--- config.mk ---
export PLATFORM = sky130hd
export DESIGN_NAME = ex_div
export DESIGN_NICKNAME = d
export VERILOG_FILES = /design/src/rtl/ex_div_pkg.sv /design/src/rtl/ex_div_step.sv /design/src/rtl/ex_div.sv
export SDC_FILE = /design/constraint.sdc
export NUM_CORES = 1
export LEC_CHECK = 0
export CAP_MARGIN = 5
export CORE_MARGIN = 10
export CORE_UTILIZATION = 40
export DETAILED_ROUTE_END_ITERATION = 8
export PLACE_DENSITY_LB_ADDON = 0.05
export SYNTH_ARGS = -nofsm -noshare
export SYNTH_HDL_FRONTEND = slang
export SYNTH_HIERARCHICAL = 1
export SYNTH_SLANG_ARGS = --single-unit
--- constraint.sdc ---
create_clock -name clk -period 4.45 [get_ports clk]
set_input_delay 1.1125 -clock clk [delete_from_list [all_inputs] [get_ports clk]]
set_output_delay 1.1125 -clock clk [all_outputs]
set_load 0.01 [all_outputs]
--- src/rtl/ex_div_pkg.sv ---
// Shared definitions for the execute-stage divider: state encodings,
// result width and the divide opcodes that select this unit.
package ex_div_pkg;

    localparam int unsigned DIV_DATA_W   = 32;
    localparam int unsigned DIV_CNT_W    = 6;
    localparam int unsigned DIV_RESULT_W = 2 * DIV_DATA_W;

    // Execute-stage opcodes routed to the divider
    localparam logic [7:0] EXE_OP_DIV  = 8'b0001_1010;
    localparam logic [7:0] EXE_OP_DIVU = 8'b0001_1011;

    typedef enum logic [1:0] {
        DIV_ST_IDLE   = 2'b00,
        DIV_ST_BYZERO = 2'b01,
        DIV_ST_ON     = 2'b10,
        DIV_ST_END    = 2'b11
    } div_state_e;

endpackage

--- src/rtl/ex_div_step.sv ---
// One radix-2 restoring iteration: trial-subtract the divisor from the
// shifted partial remainder and keep the difference only if it is non-negative.
module ex_div_step
    import ex_div_pkg::*;
#(
    parameter int unsigned DATA_W = DIV_DATA_W
) (
    input  logic [DATA_W:0]   i_partial,
    input  logic [DATA_W-1:0] i_divisor,
    output logic [DATA_W-1:0] o_rem,
    output logic              o_qbit
);

    logic [DATA_W:0] w_divisor_ext;
    logic            w_ge;

    assign w_divisor_ext = {1'b0, i_divisor};
    assign w_ge          = (i_partial >= w_divisor_ext);

    // Restore (keep the shifted value) when the trial subtraction would go negative
    always_comb begin
        o_qbit = w_ge;
        o_rem  = w_ge ? DATA_W'(i_partial - w_divisor_ext) : i_partial[DATA_W-1:0];
    end

endmodule

--- src/rtl/ex_div.sv ---
// Multi-cycle restoring divider for DIV/DIVU with stall, annul and
// divide-by-zero handling. Result is {remainder, quotient} for HI/LO.
// Optional: define EX_DIV_EARLY_OUT_EN to finish immediately when
// |dividend| < |divisor|.
module ex_div
    import ex_div_pkg::*;
#(
    parameter int unsigned DATA_W = DIV_DATA_W,
    parameter int unsigned CNT_W  = DIV_CNT_W
) (
    input  logic                  clk,
    input  logic                  rst,
    input  logic                  div_i_start,
    input  logic                  div_i_signed,
    input  logic [DATA_W-1:0]     div_i_opdata1,
    input  logic [DATA_W-1:0]     div_i_opdata2,
    input  logic                  div_i_annul,
    output logic [2*DATA_W-1:0]   div_o_result,
    output logic                  div_o_ready,
    output logic                  div_o_stallreq
);

    div_state_e          r_state;
    div_state_e          w_next_state;
    logic [CNT_W-1:0]    r_cnt;
    logic [DATA_W-1:0]   r_rem;
    logic [DATA_W-1:0]   r_dvd;
    logic [DATA_W-1:0]   r_dvs;
    logic                r_neg_q;
    logic                r_neg_r;
    logic [2*DATA_W-1:0] r_result;

    logic [DATA_W-1:0]   w_abs_dvd;
    logic [DATA_W-1:0]   w_abs_dvs;
    logic [DATA_W-1:0]   w_step_rem;
    logic                w_step_q;
    logic [DATA_W-1:0]   w_q_raw;
    logic [DATA_W-1:0]   w_q_final;
    logic [DATA_W-1:0]   w_r_final;
    logic                w_dvs_zero;
    logic                w_last;
    logic                w_early;
    logic                w_go;

    // Magnitudes; 0x80000000 negates to itself and is read as 2^31
    assign w_abs_dvd  = (div_i_signed && div_i_opdata1[DATA_W-1]) ? -div_i_opdata1 : div_i_opdata1;
    assign w_abs_dvs  = (div_i_signed && div_i_opdata2[DATA_W-1]) ? -div_i_opdata2 : div_i_opdata2;
    assign w_dvs_zero = (div_i_opdata2 == '0);
    assign w_go       = div_i_start && !div_i_annul;
    assign w_last     = (r_cnt == CNT_W'(DATA_W - 1));

`ifdef EX_DIV_EARLY_OUT_EN
    assign w_early = (w_abs_dvd < w_abs_dvs);
`else
    assign w_early = 1'b0;
`endif

    ex_div_step #(
        .DATA_W (DATA_W)
    ) u_step (
        .i_partial (({r_rem, r_dvd[DATA_W-1]})),
        .i_divisor (r_dvs),
        .o_rem     (w_step_rem),
        .o_qbit    (w_step_q)
    );

    assign w_q_raw   = {r_dvd[DATA_W-2:0], w_step_q};
    assign w_q_final = r_neg_q ? -w_q_raw : w_q_raw;
    assign w_r_final = r_neg_r ? -w_step_rem : w_step_rem;

    // State register
    always_ff @(posedge clk) begin
        if (rst) begin
            r_state <= DIV_ST_IDLE;
        end else begin
            r_state <= w_next_state;
        end
    end

    // Next-state decode
    always_comb begin
        w_next_state = r_state;
        case (r_state)
            DIV_ST_IDLE: begin
                if (w_go) begin
                    if (w_dvs_zero)   w_next_state = DIV_ST_BYZERO;
                    else if (w_early) w_next_state = DIV_ST_END;
                    else              w_next_state = DIV_ST_ON;
                end
            end
            DIV_ST_BYZERO: w_next_state = div_i_annul ? DIV_ST_IDLE : DIV_ST_END;
            DIV_ST_ON: begin
                if (div_i_annul) w_next_state = DIV_ST_IDLE;
                else if (w_last) w_next_state = DIV_ST_END;
            end
            DIV_ST_END: begin
                if (!div_i_start || div_i_annul) w_next_state = DIV_ST_IDLE;
            end
            default: w_next_state = DIV_ST_IDLE;
        endcase
    end

    // Operand latch, iteration datapath and result register
    always_ff @(posedge clk) begin
        if (rst) begin
            r_cnt    <= '0;
            r_rem    <= '0;
            r_dvd    <= '0;
            r_dvs    <= '0;
            r_neg_q  <= 1'b0;
            r_neg_r  <= 1'b0;
            r_result <= '0;
        end else begin
            case (r_state)
                DIV_ST_IDLE: begin
                    if (w_go && !w_dvs_zero) begin
                        r_cnt   <= '0;
                        r_rem   <= '0;
                        r_dvd   <= w_abs_dvd;
                        r_dvs   <= w_abs_dvs;
                        r_neg_q <= div_i_signed && (div_i_opdata1[DATA_W-1] ^ div_i_opdata2[DATA_W-1]);
                        r_neg_r <= div_i_signed && div_i_opdata1[DATA_W-1];
                        if (w_early) begin
                            r_result <= {div_i_opdata1, DATA_W'(0)};
                        end
                    end
                end
                DIV_ST_BYZERO: begin
                    if (!div_i_annul) r_result <= '0;
                end
                DIV_ST_ON: begin
                    if (!div_i_annul) begin
                        r_rem <= w_step_rem;
                        r_dvd <= w_q_raw;
                        r_cnt <= r_cnt + CNT_W'(1);
                        if (w_last) r_result <= {w_r_final, w_q_final};
                    end
                end
                default: ;
            endcase
        end
    end

    // Output decode; stall request follows the live start/annul inputs
    always_comb begin
        div_o_ready    = (r_state == DIV_ST_END);
        div_o_stallreq = div_i_start && (r_state != DIV_ST_END) && !div_i_annul;
    end

    assign div_o_result = r_result;

endmodule

-- After elaboration in Yosys (flattened, before gate mapping)
Cells that the tools add are included.
- $add $sub $neg: 6
- magnitude comparators: 1
- eq/ne operators: 12
- multiplexer cells: 25
- bitwise operators: 1
- reductions and logical operators: 19
- operators with widths (cell ; number):
    32-bit 2-to-1 mux ; 9
    64-bit 2-to-1 mux ; 3
    32-bit negator ; 4
    32-bit case mux with 2 select lines ; 2
    64-bit case mux with 2 select lines ; 1
    33-bit by 32-bit >= comparator with 1-bit output ; 1
    32-bit logical NOT ; 1
    32-bit subtractor ; 1
    2-bit 2-to-1 mux ; 6
    6-bit 2-to-1 mux ; 2
    2-bit inequality test, second input constant ; 6
    6-bit case mux with 2 select lines ; 1
    2-bit case mux with 4 select lines ; 1
    1-bit logical AND ; 7
    6-bit by 1-bit adder with 6-bit output, second input constant ; 1
    6-bit by 5-bit == test with 1-bit output, second input constant ; 1
    3-bit AND reduction ; 2
    2-bit == test, second input constant ; 2
    4-bit AND reduction ; 1
    2-bit nonzero test ; 2
    1-bit logical NOT ; 3
    3-bit inequality test, second input constant ; 1
    2-bit by 1-bit == test with 1-bit output, second input constant ; 1
    2-bit logical NOT ; 1
    other kinds (4) ; 4
- flip-flop bits (word level): 170
- bits of input ports: 69
- output and inout bits: 66
- word-level logic and storage cells: 72

-- Depth between registers and ports, before layout
- depth in word-level cells: 7
- mapped depth: 20
- depth with buffers taken out: 17

-- Modules after synthesis
Netlist, hierarchy kept.
- by module, submodules not included (module ; instances ; cells an instance ; area an instance (um^2) ; sequential area each (um^2)):
    ex_div ; 1 ; 1183 ; 9601.7 ; 3403.3
    ex_div_step ; 1 ; 323 ; 2331.0 ; 0.0

-- Least setup slack after synthesis
Ideal clock, no wire load.
- path type: register to register
- start: register r_dvs[10]
- end: register r_result[59] (netlist: div_o_result[59])
- library setup time: 0.128 ns
- data arrival time: 4.391 ns
- data required time: 4.322 ns
- setup slack: -0.069 ns
- cell stages (with the launch flop): 20
- buffers on the path: 3
- period minus slack after synthesis: 4.519 ns
- cells stage by stage: dfxtp_1 inv_1 ha_1 clkbuf_1 nand4_1 nor3_1 o211ai_1 nor4b_4 o21ai_2 a31oi_4 o21a_4 inv_2 buf_2 mux2_2 or4_1 or3_1 clkbuf_1 o41ai_1 xor2_1 o21ai_0
- word-level cells in the longest chain between the ends: 7
- elaborated cells between the ends (all ways): 8
- classes of those cells: 2 x add/sub; 1 x order compare; 5 x mux
- RTL lines (what ; RTL line ; source):
    from (decl) ; ex_div.sv:28 ; logic [DATA_W-1:0] r_dvs;
    from (signal assigned) ; ex_div.sv:120 ; r_dvs <= w_abs_dvs;
    32-bit subtractor / 33-bit by 32-bit >= comparator with 1-bit output (equally long branches) ; ex_div_step.sv:23, ex_div_step.sv:18 ;
    32-bit 2-to-1 mux (*) ; ex_div_step.sv:23 ; o_rem = w_ge ? DATA_W'(i_partial - w_divisor_ext) : i_partial[DATA_W-1:0];
    net w_step_rem[17] ; ex_div.sv:35 ; logic [DATA_W-1:0] w_step_rem;
    32-bit negator (*) ; ex_div.sv:69 ; assign w_r_final = r_neg_r ? -w_step_rem : w_step_rem;
    32-bit 2-to-1 mux (*) ; ex_div.sv:69 ;
    64-bit 2-to-1 mux (*) ; ex_div.sv:136 ; if (w_last) r_result <= {w_r_final, w_q_final};
    64-bit 2-to-1 mux (*) ; ex_div.sv:132 ; if (!div_i_annul) begin
    64-bit case mux with 2 select lines (*) ; ex_div.sv:114 ; case (r_state)
    to (signal assigned) ; ex_div.sv:124 ; r_result <= {div_i_opdata1, DATA_W'(0)};
    to (signal assigned) ; ex_div.sv:136 ;
    to (decl) ; ex_div.sv:31 ; logic [2*DATA_W-1:0] r_result;
The timed path passes the listed nets; every way through them passes the cells marked *. The select of a mux whose other input is x is not followed.
A chain may end at the register's enable or synchronous reset.

-- Worst setup path after layout
- start: register r_dvs[30]
- end: register r_result[56] (netlist: div_o_result[56])
- word-level cells in the longest chain between the ends: 7
- RTL lines (what ; RTL line ; source):
    33-bit by 32-bit >= comparator with 1-bit output ; ex_div_step.sv:18 ; assign w_ge = (i_partial >= w_divisor_ext);
    net w_step_q ; ex_div.sv:36 ; logic w_step_q;
    32-bit 2-to-1 mux ; ex_div_step.sv:23 ;
    net w_step_rem[9] ; ex_div.sv:35 ;
    32-bit negator ; ex_div.sv:69 ;
    32-bit 2-to-1 mux ; ex_div.sv:69 ;
    64-bit 2-to-1 mux ; ex_div.sv:136 ;
    64-bit 2-to-1 mux ; ex_div.sv:132 ;
    64-bit case mux with 2 select lines ; ex_div.sv:114 ;
The timed path passes the listed nets, and every way through them passes these cells. The select of a mux whose other input is x is not followed.

==> impl_metrics.yaml <==
status:
  run_status: "finished clean"
sta:
  max-slew-margin-rel_pct: 21.4
  finalHoldViolations: 0
  setup-tns-final_ps: 0
  post-route-min-period_ps: 4310
  final_max_slew_viol_count: 0
  clock.fmax_mhz: 232
  final.period_utilization_pct: 96.8
  finalSetupViolCount: 0
  final.setup_skew_ps: 14.7
  tightest_slew_ps: 1170
synth:
  ys_seq_area_share_pct: 28.5
  synthesis.area_mm2: 0.0119
  netlist_instances: 1506
  synthFlopType: "dfxtp_1"
  number_of_synthesized_register_bits: 170
  yosysUniqueCellTypes: 87
  syn_nets: 1617
  async_flop_share_pct: 0
  yosys_warnings: 6
  synthesis.area_per_instance_um2: 7.92
  synth_edf_count: 0
finish:
  finished_core_util_pct: 51.4
  nNetsFinal: 1798
  antennaDiodeCount: 0
  final_cell_mix: "dfxtp_1, nand2_1, clkdlybuf4s50_1"
  mostFrequentLayoutCell: "dfxtp_1"
  layout-drive-gt1-share_pct: 16.2
  area_added_between_synthesis_and_finish_pct: 27.3
clocking:
  cts.reportedPaths.clkPinSlew_ps: 70
  tritoncts_num_sinks: 170
  clk_root_buffer_cell: "clkbuf_16"
  ctsHtreeMaxLevel: 4
  clockBufferDepth: 2
  number_of_buffers_created_by_cts: 17
  clk-insertion-delay-late_ps: 440
  tritoncts_clock_tree: "done"
power_and_ir_drop:
  powerDensity_mw_per_mm2: 326
  power_leakage_nw: 5.75
  vdd_drop_max_mv: 0.263
global_routing:
  grt_overflow_total: 0
  grt_first_pass_wirelength_um: 60700
  gr_util_all_layers_pct: 20.3
  number_of_antenna_violations_at_the_first_check_in_global_routing: 0
  grt_start_max_net_pins: 83
  first_global_vias: 10800
route:
  final_wl_um: 38500
  vias_per_cell: 5.60
  drt-pass1-iter-count: 5
  drt_iter0_markers: 998
  route.detailed.drc: 0
  route.detailed.wl_per_inst_um: 18.4
  drtAntennaViolNets: 0
  dr_total_vias: 11700
die:
  fp.coreArea_mm2: 0.0296
  die_height_um: 193
  start_util_pct: 40.4
  row_count: 63
  die-area_mm2: 0.0371
  floorplan.die.width_um: 193
  io_pins: 135
placed_design:
  gp_congestion: 0.904
  dp_hpwl_um: 29500
  io_buffer_count: 134
worst_setup_path:
  cp_max_fo: 15
  timing.critical_path.from_type: "flip-flop"
  timing.critical_path.arrival_ps: 4620
  critPathRequiredTime_ps: 4760
  endpoint_kind: "flip-flop"
  crit_type: "reg -> reg"
hold_path:
  hp-class: "reg -> reg"
job:
  maxCapViolations: 0
==> path summary, 6_finish.rpt <==
| check | slack [ps] | start | cells past startpoint | to |
|---|---|---|---|---|
| worst max-delay path | 140 | r_dvs[30]$_SDFFE_PP0P_ | 15 | div_o_result[56]$_SDFFE_PP0P_ |
| worst min-delay path | 450 | div_o_result[30]$_SDFFE_PP0P_ | 2 | div_o_result[30]$_SDFFE_PP0P_ |
| worst max register to register | 140 | r_dvs[30]$_SDFFE_PP0P_ | 15 | div_o_result[56]$_SDFFE_PP0P_ |
| worst min register to register | 450 | div_o_result[30]$_SDFFE_PP0P_ | 2 | div_o_result[30]$_SDFFE_PP0P_ |
==> layout make-up <==
type,instances,area [um^2]
multi-input combinational,1171,8140
timing repair buffer,267,2360
tap,390,488
fill,2909,14400
clock buffer,17,425
clock inverter,15,141
sequential,170,3400
inverter,60,233
==> routing by layer <==
| layer | wire [um] | part of all wire, % | track usage (%) | vias to the layer above |
|---|---|---|---|---|
| li1 | - | - | - | 5885 |
| met1 | 20900 | 54 | 33.0 | 5486 |
| met2 | 14600 | 38 | 26.2 | 317 |
| met3 | 2550 | 6.6 | 3.61 | 20 |
| met4 | 342 | 0.89 | 4.38 | 0 |
| met5 | 0 | 0 | 0 | - |
==> worst max-delay path: stages (launching register included) <==
cell	delay, ps
dfxtp_1	340
inv_1	100
ha_1	340
a21o_1	210
a211o_1	300
a31oi_1	180
a21boi_0	380
o21a_4	230
inv_8	70
mux2_2	290
or4_4	540
or4_4	430
buf_8	170
o41ai_2	300
xor2_1	200
o21ai_0	90
==> per-stage QoR <==
stage	total power, mW	area (um^2)	hold WS, ps	std cells	setup slack [ps]
CTS	4.88	14900	454	2086	-11.5
detailed placement	3.38	14300	441	2054	-104
finish	4.96	15200	447	2090	141
floorplan	2.76	11900	445	1506	-25.8
global route	5.23	15200	472	2090	-19.7
global placement	3.37	14300	433	2054	-15.9
==> cells in the mapped netlist, types with 5 or more instances <==
cell type  instances  area share (%)
o21ai_1           11            0.46
nor3b_1           10            0.63
nand4_1           16            0.84
or3_1             25             1.3
nor2_1            82             2.6
a211oi_1          34             2.1
nor2b_1           21             1.1
or2_2              7            0.37
o41ai_1           28             2.1
o31ai_1           32             2.0
nor3_1            28             1.2
a21o_1            11            0.69
mux2i_1            6            0.50
or4_1             20             1.3
inv_1             59             1.9
dfxtp_1          170              29
nor4_1            14            0.73
a311oi_1           5            0.37
nand2_1          145             4.6
o21ai_0           95             4.0
xnor2_1           51             3.7
nand4b_1           5            0.37
a22oi_1           22             1.4
clkbuf_1          81             2.5
a31oi_1           15            0.79
buf_2             17            0.71
a221oi_1           5            0.37
a21oi_1          133             5.6
nand2b_1          25             1.3
xor2_1            74             5.4
o21a_1             6            0.38
o211ai_1          14            0.88
and2_1             6            0.31
nand3_1           52             2.2
ha_1              41             4.3
mux2_2            23             2.2
mux2_4             9             1.1
nand3b_1          21             1.3
o41ai_2            8             1.1
==> registers in the layout (all words and copies together) (netlist names) <==
register and cells:
div_o_result 64, r_dvd 32, r_dvs 32, r_rem 32, r_cnt 6, r_state 2
r_neg_q 1, r_neg_r 1
==> power by group <==
group	internal, mW	switching (mW)
Sequential	1.59	0.0784
Clock	0.782	0.684
Combinational	0.759	1.06
==> cell families (layout without fill, tap and decap cells) <==
logic type / Yosys count / after routing / share of synthesized area (%)
AND/OR/NAND/NOR: 505 / 505 / 22.6
AO/OA/AOI/OAI: 460 / 460 / 25.6
flip-flops: 170 / 170 / 28.5
buffers and inverters: 165 / 359 / 5.66
XOR/XNOR: 125 / 125 / 9.17
adder cells (fa/ha/maj): 42 / 42 / 4.47
multiplexers: 39 / 39 / 3.90
==> timing repair <==
| action | in CTS | in global routing |
|---|---|---|
| endpoints found under the setup margin | 16 | 33 |
| pin swaps | 0 | 14 |
| endpoints found under the hold margin | 0 | 0 |
| resized for setup | 9 | 35 |
| hold buffers | 0 | 0 |
| buffers inserted | 0 | 4 |
(Power assumes the default switching activity.)
